===== src/rtl/pong_ball_engine.sv =====
// pong_ball_engine
//   Ball position/speed, wall and paddle rebound, miss detection with score
//   pulses, serve state machine, and a registered 1-bit-per-channel ball
//   overlay for the VGA mixer. Motion advances only on i_frame_tick.
//
// Ports:
//   i_clk, i_rst_n           clock, asynchronous active-low reset
//   i_frame_tick             one-cycle pulse per frame (outside visible area)
//   i_pixel_x/y, i_visible   current raster position and visibility
//   i_paddle1_y/i_paddle2_y  top row of left/right paddle
//   i_serve                  serve request (level), honoured in IDLE only
//   o_r/o_g/o_b              ball pixel (white), 1-cycle latency
//   o_ball_x/o_ball_y        registered ball top-left corner
//   o_score_p1/o_score_p2    one-cycle pulse: right/left player missed
//   o_state                  IDLE=0, SERVE=1, PLAY=2, SCORED=3
//
// Optional feature: define PONG_BALL_SPIN_EN to let the paddle hit point
// (top/middle/bottom third) steer the vertical direction.
module pong_ball_engine #(
    parameter int SCREEN_W      = 640,
    parameter int SCREEN_H      = 480,
    parameter int BALL_W        = 8,
    parameter int BALL_H        = 10,
    parameter int PADDLE_MARGIN = 30,
    parameter int PADDLE_W      = 10,
    parameter int PADDLE_H      = 50,
    parameter int SPEED_X_INIT  = 2,
    parameter int SPEED_X_MAX   = 6,
    parameter int SPEED_Y       = 2,
    parameter int SERVE_FRAMES  = 60
) (
    input  logic       i_clk,
    input  logic       i_rst_n,
    input  logic       i_frame_tick,
    input  logic [9:0] i_pixel_x,
    input  logic [9:0] i_pixel_y,
    input  logic       i_visible,
    input  logic [9:0] i_paddle1_y,
    input  logic [9:0] i_paddle2_y,
    input  logic       i_serve,
    output logic       o_r,
    output logic       o_g,
    output logic       o_b,
    output logic [9:0] o_ball_x,
    output logic [9:0] o_ball_y,
    output logic       o_score_p1,
    output logic       o_score_p2,
    output logic [1:0] o_state
);
    localparam int CW = (SERVE_FRAMES > 1) ? $clog2(SERVE_FRAMES) : 1;
    localparam int VW = $clog2(SPEED_X_MAX + 2);

    localparam logic [9:0]    X_CTR   = 10'((SCREEN_W - BALL_W) / 2);
    localparam logic [9:0]    Y_CTR   = 10'((SCREEN_H - BALL_H) / 2);
    localparam logic [10:0]   HIT_R   = 11'(SCREEN_W - PADDLE_MARGIN - PADDLE_W - BALL_W);
    localparam logic [10:0]   HIT_L   = 11'(PADDLE_MARGIN + PADDLE_W);
    localparam logic [VW-1:0] VX_INIT = VW'(SPEED_X_INIT);
    localparam logic [VW-1:0] VX_MAX  = VW'(SPEED_X_MAX);

    typedef enum logic [1:0] {S_IDLE = 2'd0, S_SERVE = 2'd1, S_PLAY = 2'd2, S_SCORED = 2'd3} state_t;

    state_t          r_state, w_state;
    logic [9:0]      r_x, r_y, w_x, w_y;
    logic [VW-1:0]   r_vx, w_vx;
    logic            r_xdir, w_xdir;   // 1 = right
    logic            r_ydir, w_ydir;   // 1 = down
    logic [CW-1:0]   r_cnt, w_cnt;
    logic            r_s1, r_s2, w_s1, w_s2;
    logic            r_rgb, w_rgb;

    // All compares on 11-bit zero-extended operands so sums never wrap.
    logic [10:0] w_x11, w_y11, w_vx11, w_pad11;
    logic        w_overlap, w_hit;

    assign w_x11     = {1'b0, r_x};
    assign w_y11     = {1'b0, r_y};
    assign w_vx11    = 11'(r_vx);
    assign w_pad11   = {1'b0, (r_xdir ? i_paddle2_y : i_paddle1_y)};
    assign w_overlap = (w_y11 + 11'(BALL_H) > w_pad11) && (w_y11 < w_pad11 + 11'(PADDLE_H));
    assign w_hit     = w_overlap && (r_xdir ? (w_x11 >= HIT_R) : (w_x11 <= HIT_L));

    always_comb begin
        w_state = r_state;
        w_x     = r_x;
        w_y     = r_y;
        w_vx    = r_vx;
        w_xdir  = r_xdir;
        w_ydir  = r_ydir;
        w_cnt   = r_cnt;
        w_s1    = 1'b0;
        w_s2    = 1'b0;
        case (r_state)
            S_IDLE: begin
                if (i_serve) begin
                    w_state = S_SERVE;
                    w_cnt   = '0;
                end
            end
            S_SERVE: begin
                if (i_frame_tick) begin
                    if (r_cnt == CW'(SERVE_FRAMES - 1)) w_state = S_PLAY;
                    else                                 w_cnt   = r_cnt + CW'(1);
                end
            end
            S_PLAY: begin
                if (i_frame_tick) begin
                    // Y axis first; a paddle hit with spin may override its direction.
                    if (r_ydir) begin
                        if (w_y11 + 11'(BALL_H + SPEED_Y) >= 11'(SCREEN_H)) w_ydir = 1'b0;
                        else                                                 w_y    = r_y + 10'(SPEED_Y);
                    end else begin
                        if (w_y11 < 11'(SPEED_Y)) w_ydir = 1'b1;
                        else                      w_y    = r_y - 10'(SPEED_Y);
                    end
                    // X axis: paddle > miss > move.
                    if (w_hit) begin
                        w_xdir = ~r_xdir;
                        w_vx   = (r_vx >= VX_MAX) ? VX_MAX : r_vx + VW'(1);
`ifdef PONG_BALL_SPIN_EN
                        if (w_y11 + 11'(BALL_H / 2) < w_pad11 + 11'(PADDLE_H / 3))
                            w_ydir = 1'b0;
                        else if (w_y11 + 11'(BALL_H / 2) >= w_pad11 + 11'(2 * PADDLE_H / 3))
                            w_ydir = 1'b1;
`endif
                    end else if (r_xdir) begin
                        if (w_x11 + 11'(BALL_W) + w_vx11 >= 11'(SCREEN_W)) begin
                            w_s1    = 1'b1;
                            w_state = S_SCORED;
                        end else begin
                            w_x = r_x + 10'(r_vx);
                        end
                    end else begin
                        if (w_x11 < w_vx11) begin
                            w_s2    = 1'b1;
                            w_state = S_SCORED;
                        end else begin
                            w_x = r_x - 10'(r_vx);
                        end
                    end
                end
            end
            S_SCORED: begin
                if (i_frame_tick) begin
                    // A miss only happens while moving toward the missing side,
                    // so reversing x_dir sends the serve back the other way.
                    w_x     = X_CTR;
                    w_y     = Y_CTR;
                    w_vx    = VX_INIT;
                    w_xdir  = ~r_xdir;
                    w_cnt   = '0;
                    w_state = S_SERVE;
                end
            end
            default: w_state = S_IDLE;
        endcase
    end

    always_comb begin
        w_rgb = i_visible
             && ({1'b0, i_pixel_x} >= w_x11) && ({1'b0, i_pixel_x} < w_x11 + 11'(BALL_W))
             && ({1'b0, i_pixel_y} >= w_y11) && ({1'b0, i_pixel_y} < w_y11 + 11'(BALL_H));
    end

    always_ff @(posedge i_clk or negedge i_rst_n) begin
        if (!i_rst_n) begin
            r_state <= S_IDLE;
            r_x     <= X_CTR;
            r_y     <= Y_CTR;
            r_vx    <= VX_INIT;
            r_xdir  <= 1'b1;
            r_ydir  <= 1'b1;
            r_cnt   <= '0;
            r_s1    <= 1'b0;
            r_s2    <= 1'b0;
            r_rgb   <= 1'b0;
        end else begin
            r_state <= w_state;
            r_x     <= w_x;
            r_y     <= w_y;
            r_vx    <= w_vx;
            r_xdir  <= w_xdir;
            r_ydir  <= w_ydir;
            r_cnt   <= w_cnt;
            r_s1    <= w_s1;
            r_s2    <= w_s2;
            r_rgb   <= w_rgb;
        end
    end

    assign o_r        = r_rgb;
    assign o_g        = r_rgb;
    assign o_b        = r_rgb;
    assign o_ball_x   = r_x;
    assign o_ball_y   = r_y;
    assign o_score_p1 = r_s1;
    assign o_score_p2 = r_s2;
    assign o_state    = r_state;
endmodule


===== config.mk =====
export PLATFORM = sky130hd
export DESIGN_NAME = pong_ball_engine
export DESIGN_NICKNAME = d
export VERILOG_FILES = /design/src/rtl/pong_ball_engine.sv
export SDC_FILE = /design/constraint.sdc
export NUM_CORES = 1
export LEC_CHECK = 0
export ABC_CLOCK_PERIOD_IN_PS = 10900
export BUFFER_PORTS_ARGS = -buffer_cell sky130_fd_sc_hd__buf_2
export CAP_MARGIN = 20
export CORE_MARGIN = 2
export CORE_UTILIZATION = 30
export DETAILED_ROUTE_END_ITERATION = 10
export HOLD_SLACK_MARGIN = 0.06
export MAX_ROUTING_LAYER = met4
export PLACE_DENSITY = 0.45
export SETUP_SLACK_MARGIN = 0.02
export SKIP_CTS_REPAIR_TIMING = 1
export SLEW_MARGIN = 10
export SYNTH_ARGS = -nofsm -noshare
export SYNTH_HDL_FRONTEND = slang
export SYNTH_SLANG_ARGS = --single-unit

===== constraint.sdc =====
create_clock -name i_clk -period 10.9 [get_ports i_clk]
set_input_delay 1.09 -clock i_clk [delete_from_list [all_inputs] [get_ports i_clk]]
set_output_delay 1.09 -clock i_clk [all_outputs]
set_load 0.02 [all_outputs]

After elaboration in Yosys (flattened, before gate mapping)
Cells that the tools add are included.
- $add $sub $neg: 11
- eq/ne operators: 18
- reduce and logical (&&, ||, !) cells: 15
- bitwise gates (word level): 1
- order comparisons: 13
- multiplexer cells: 52
- operators by type and width (cell ; count):
    2-to-1 mux 10 bit ; 12
    one-hot mux 10 bit (2 select lines) ; 2
    adder 10 x 4 -> 11 bit, second input constant ; 3
    < comparator 10 x 11 -> 1 bit ; 3
    2-to-1 mux 6 bit ; 4
    greater-or-equal comparator 10 bit ; 2
    2-to-1 mux 2 bit ; 9
    != test 3 bit, second input constant ; 6
    one-hot mux 6 bit (3 select lines) ; 1
    2-to-1 mux 1 bit ; 17
    != test 2 bit, second input constant ; 8
    2-to-1 mux 3 bit ; 4
    adder 10 x 6 -> 11 bit, second input constant ; 1
    adder 11 x 3 -> 11 bit ; 1
    greater-or-equal comparator 11 x 10 -> 1 bit, second input constant ; 1
    greater-or-equal comparator 11 x 9 -> 1 bit, second input constant ; 1
    greater-than comparator 11 x 10 -> 1 bit ; 1
    adder 10 x 2 -> 10 bit, second input constant ; 1
    adder 10 x 3 -> 10 bit ; 1
    greater-or-equal comparator 10 bit, second input constant ; 1
    less-or-equal comparator 10 x 6 -> 1 bit, second input constant ; 1
    < comparator 10 x 2 -> 1 bit, second input constant ; 1
    < comparator 10 x 3 -> 1 bit ; 1
    AND reduction 5 bit ; 2
    20 further kinds ; 26
- bits of input ports: 45
- register bits after elaboration: 36

Depth between registers and ports, before layout
- word-level depth: 8
- gate-level depth with buffers: 19
- depth with buffers taken out: 15

Worst setup path before layout
No wires, ideal clock.
- kind: input -> register
- start: input port i_paddle2_y[1]
- end: register r_x[0] (netlist: o_ball_x[0])
- stages: 15
- setup time: 0.126 ns
- slack: 7.114 ns
- data required time: 10.774 ns
- arrival time: 3.660 ns
- cell sequence: mux2i_1 -> inv_1 -> ha_1 -> inv_1 -> o21a_1 -> a21oi_1 -> xor2_1 -> ha_1 -> a2111oi_0 -> o21ai_0 -> o221a_2 -> o22a_1 -> o21ai_0 -> nor2_1 -> a221o_1
- longest elaborated chain between the ends: 7
- elaborated cells on any way between the ends: 8
- RTL lines (item ; RTL line ; source):
    from (decl) ; 39 ; input logic [9:0] i_paddle2_y,
    2-to-1 mux 10 bit * ; 78 ; assign w_pad11 = {1'b0, (r_xdir ? i_paddle2_y : i_paddle1_y)};
    adder 10 x 6 -> 11 bit ; 79 ; assign w_overlap = (w_y11 + 11'(BALL_H) > w_pad11) && (w_y11 < w_pad11 + 11'(PADDLE_H));
    < comparator 10 x 11 -> 1 bit ; 79 ;
    logical AND 1 bit * ; 79 ;
    logical AND 1 bit * ; 80 ; assign w_hit = w_overlap && (r_xdir ? (w_x11 >= HIT_R) : (w_x11 <= HIT_L));
    != test 2 bit (no line) * ; -- ;
    AND reduction 6 bit (no line) * ; -- ;
    to (signal assigned) ; 178 ; r_x <= w_x;
    to (decl) ; 63 ; logic [9:0] r_x, r_y, w_x, w_y;
Mark *: on every way between the ends. The rest lies on a longest branch, timed or not.
A chain may end at the register's enable or synchronous reset.

Final worst setup path
- start: register r_xdir
- end: register r_x[1] (netlist: o_ball_x[1])
- longest elaborated chain between the ends: 7
- elaborated cells on any way between the ends: 15
- RTL lines (item ; RTL line ; source):
    from (decl) ; 65 ; logic r_xdir, w_xdir;
    from (signal assigned) ; 181 ; r_xdir <= w_xdir;
    2-to-1 mux 10 bit ; 78 ;
    adder 10 x 6 -> 11 bit ; 79 ;
    < comparator 10 x 11 -> 1 bit ; 79 ;
    logical AND 1 bit ; 79 ;
    logical AND 1 bit ; 80 ;
    != test 2 bit (no line) ; -- ;
    AND reduction 6 bit (no line) ; -- ;
Parallel ways exist; a longest one is shown, timed or not. The select of a mux whose other input is x is not followed.

==> metrics.txt <==
Clk pin slew, worst setup/hold paths=0.06 ns; Tmin final=4.45 ns; Fin. Hold Viols=0; Antenna Cells=0; P&R area growth vs syn=13.3%; FMAX=0.225 GHz; die width=127 um; Rows=45; Setup TNS=0 ns; largest net degree at the start of global routing=37; latest clock arrival within the worst-skew pair=0.28 ns; DRT Pass-1 Iters=4; ys async rst share=100%; Seq/Total Area, Yosys=20.2%; Slew @ Worst Pin=0.916 ns; most common cell in the synthesized netlist=ha_1; post-route ant nets=0; dominant synthesized flop cell=dfrtp_1; synthesized area=0.00455 mm^2; Buffers on Ports=71; FF+latch count, synth=36; Vias per Instance=5.38; Setup Skew=0.00534 ns; Die Y=127 um; GRT Total Usage=16.7%; Critical Path RT=11.06 ns; global-route wire length before repair=21300 um; Starting Density=30.3%; P_leak=2.48 nW; IO Pins=72; syn avg cell area=8.47 um^2; Post-Syn Nets=659; RSZ-0062 raised after global routing=false; Max transition margin=39.0%; top post-synthesis cells by area=ha_1, dfrtp_1, dfstp_2, inv_1, o21ai_0; Slew Limit Fails=0; Starting DRT DRC Count=231; CTS HTree Levels=2; Residual DRC=0; status=completed; Mapped Cells=537; Worst EP arrival=4.62 ns; Cell variety after synth=80; max-cap viol count=0; Power Total=1.45 mW; Nets=717; Synth top cells by count=ha_1, inv_1, o21ai_0; worst setup path category=reg -> reg; max incr delay on CP=0.97 ns; CTS Sinks=36; die area=0.0162 mm^2; HP Class=reg -> reg; endpoint class of the critical path=register; peak supply drop=85.1 uV; Final WS setup=6.45 ns; EDFF count, synth=0; initial antenna violation count=0; cell taking the most area after synthesis=ha_1; RePlAce Congestion=0.892; CTS tree=built; Tcrit/Tclk final=40.8%; Yosys top cell area share=20.6%; Ys Warns=0; CTS buffer count=5; cells along the critical path=mux2i_1 -> inv_1 -> ha_1 -> inv_1 -> o21a_1 -> a21oi_1 -> nor3b_1 -> xor2_1 -> ha_1 -> o221a_2 -> o22ai_1 -> a21oi_2 -> a21oi_2 -> a221o_1; final setup fails=0; root buf cell=clkbuf_16; clock buffer depth=2; gr ovfl total=0; post-DP HPWL=10500 um; CORE AREA=0.0150 mm^2; via count=4219; crit path max-delay cell type=dfstp_2; vias in the first global route=4171; layout cell share with drive strength beyond 1=19.6%; crit path max fanout=31; crit start category=register; routed len/inst=16.8 um; Post-Route WL=13100 um; Pwr Density=281 mW/mm^2; pre-CTS setup slack=6.40 ns
## stage by stage
stage | instances | area [um^2] | hold WS [ns] | util, %
detailed placement | 776 | 5010 | 0.536 | 33.3
global placement | 776 | 5010 | 0.522 | 33.3
finish | 784 | 5150 | 0.538 | 34.3
floorplan | 537 | 4550 | 0.500 | -
global route | 784 | 5150 | 0.562 | 34.3
CTS | 784 | 5150 | 0.545 | 34.3
## state kept, by name, summed over array words and instances, names as in the netlist, 2 cells and up
name / cells
r_cnt: 6
o_ball_x: 10
o_state: 2
o_ball_y: 10
r_vx: 3
## power by group
group / internal, mW / total [mW] / switching (mW)
Sequential: 0.196 / 0.316 / 0.120
Combinational: 0.403 / 0.984 / 0.582
Clock: 0.0913 / 0.147 / 0.0560
## worst paths after layout
path	start	endpoint	slack (ns)	cells past startpoint
max	r_xdir$_DFFE_PN1P_	o_ball_x[1]$_DFFE_PN0P_	6.45	14
max reg2reg	r_xdir$_DFFE_PN1P_	o_ball_x[1]$_DFFE_PN0P_	6.45	14
max in group asynchronous	i_rst_n	r_cnt[2]$_DFFE_PN0P_	9.39	1
min reg2reg	o_ball_y[0]$_DFFE_PN1P_	o_ball_y[0]$_DFFE_PN1P_	0.54	2
min	o_ball_y[0]$_DFFE_PN1P_	o_ball_y[0]$_DFFE_PN1P_	0.54	2
min in group asynchronous	i_rst_n	o_ball_x[1]$_DFFE_PN0P_	0.94	1
## cells in the final DEF, fill, tap and decap left out, types with 10 or more instances in the layout
cell     Yosys  layout
xnor2_1     18      18
a21o_1      12      12
dfstp_2     14      14
inv_1       52      52
nor3_1      10      10
nand2_1     32      32
buf_2        2      71
o21ai_0     33      33
nor2_1      32      32
mux2i_1     10      10
dfrtp_1     22      22
a21oi_1     30      30
nor2b_1     11      11
nand3_1     15      15
ha_1        75      75
## cells by family (layout without fill, tap and decap cells)
kind of cell	after synthesis	in the layout	synth area share (%)
AOI/OAI and AO/OA	161	161	25.0
xor gates and xnor gates	25	25	4.98
adders and majority gates	77	77	21.5
buffers and inverters	74	133	7.53
DFF	36	36	20.2
muxes	12	12	2.69
and+or+nand+nor	152	152	18.1
## final cells by class
class	instances	area (um^2)
tap	188	235
timing repair buffer	73	370
fill	1555	9880
sequential	36	918
inverter	52	195
multi-input combinational	427	3290
clock buffer	8	146
## critical path, delay by kind of cell, from the launching register on
kind / cells / cell delay [ns]
flops: 1 / 0.97
fa+ha+maj: 2 / 0.42
simple gates: 1 / 0.29
compound gates: 7 / 2.11
buf+inv: 2 / 0.18
xor+xnor: 1 / 0.12
mux: 1 / 0.21
## per-layer routing
layer / share of wire, % / global-route usage [%] / vias up
met5: 0 / - / -
met4: 1.7 / 4.98 / 0
met3: 2.5 / 1.93 / 14
met2: 45 / 26.1 / 71
met1: 51 / 23.0 / 2033
li1: - / - / 2101
Note: power is estimated with default switching activity, not from simulation.
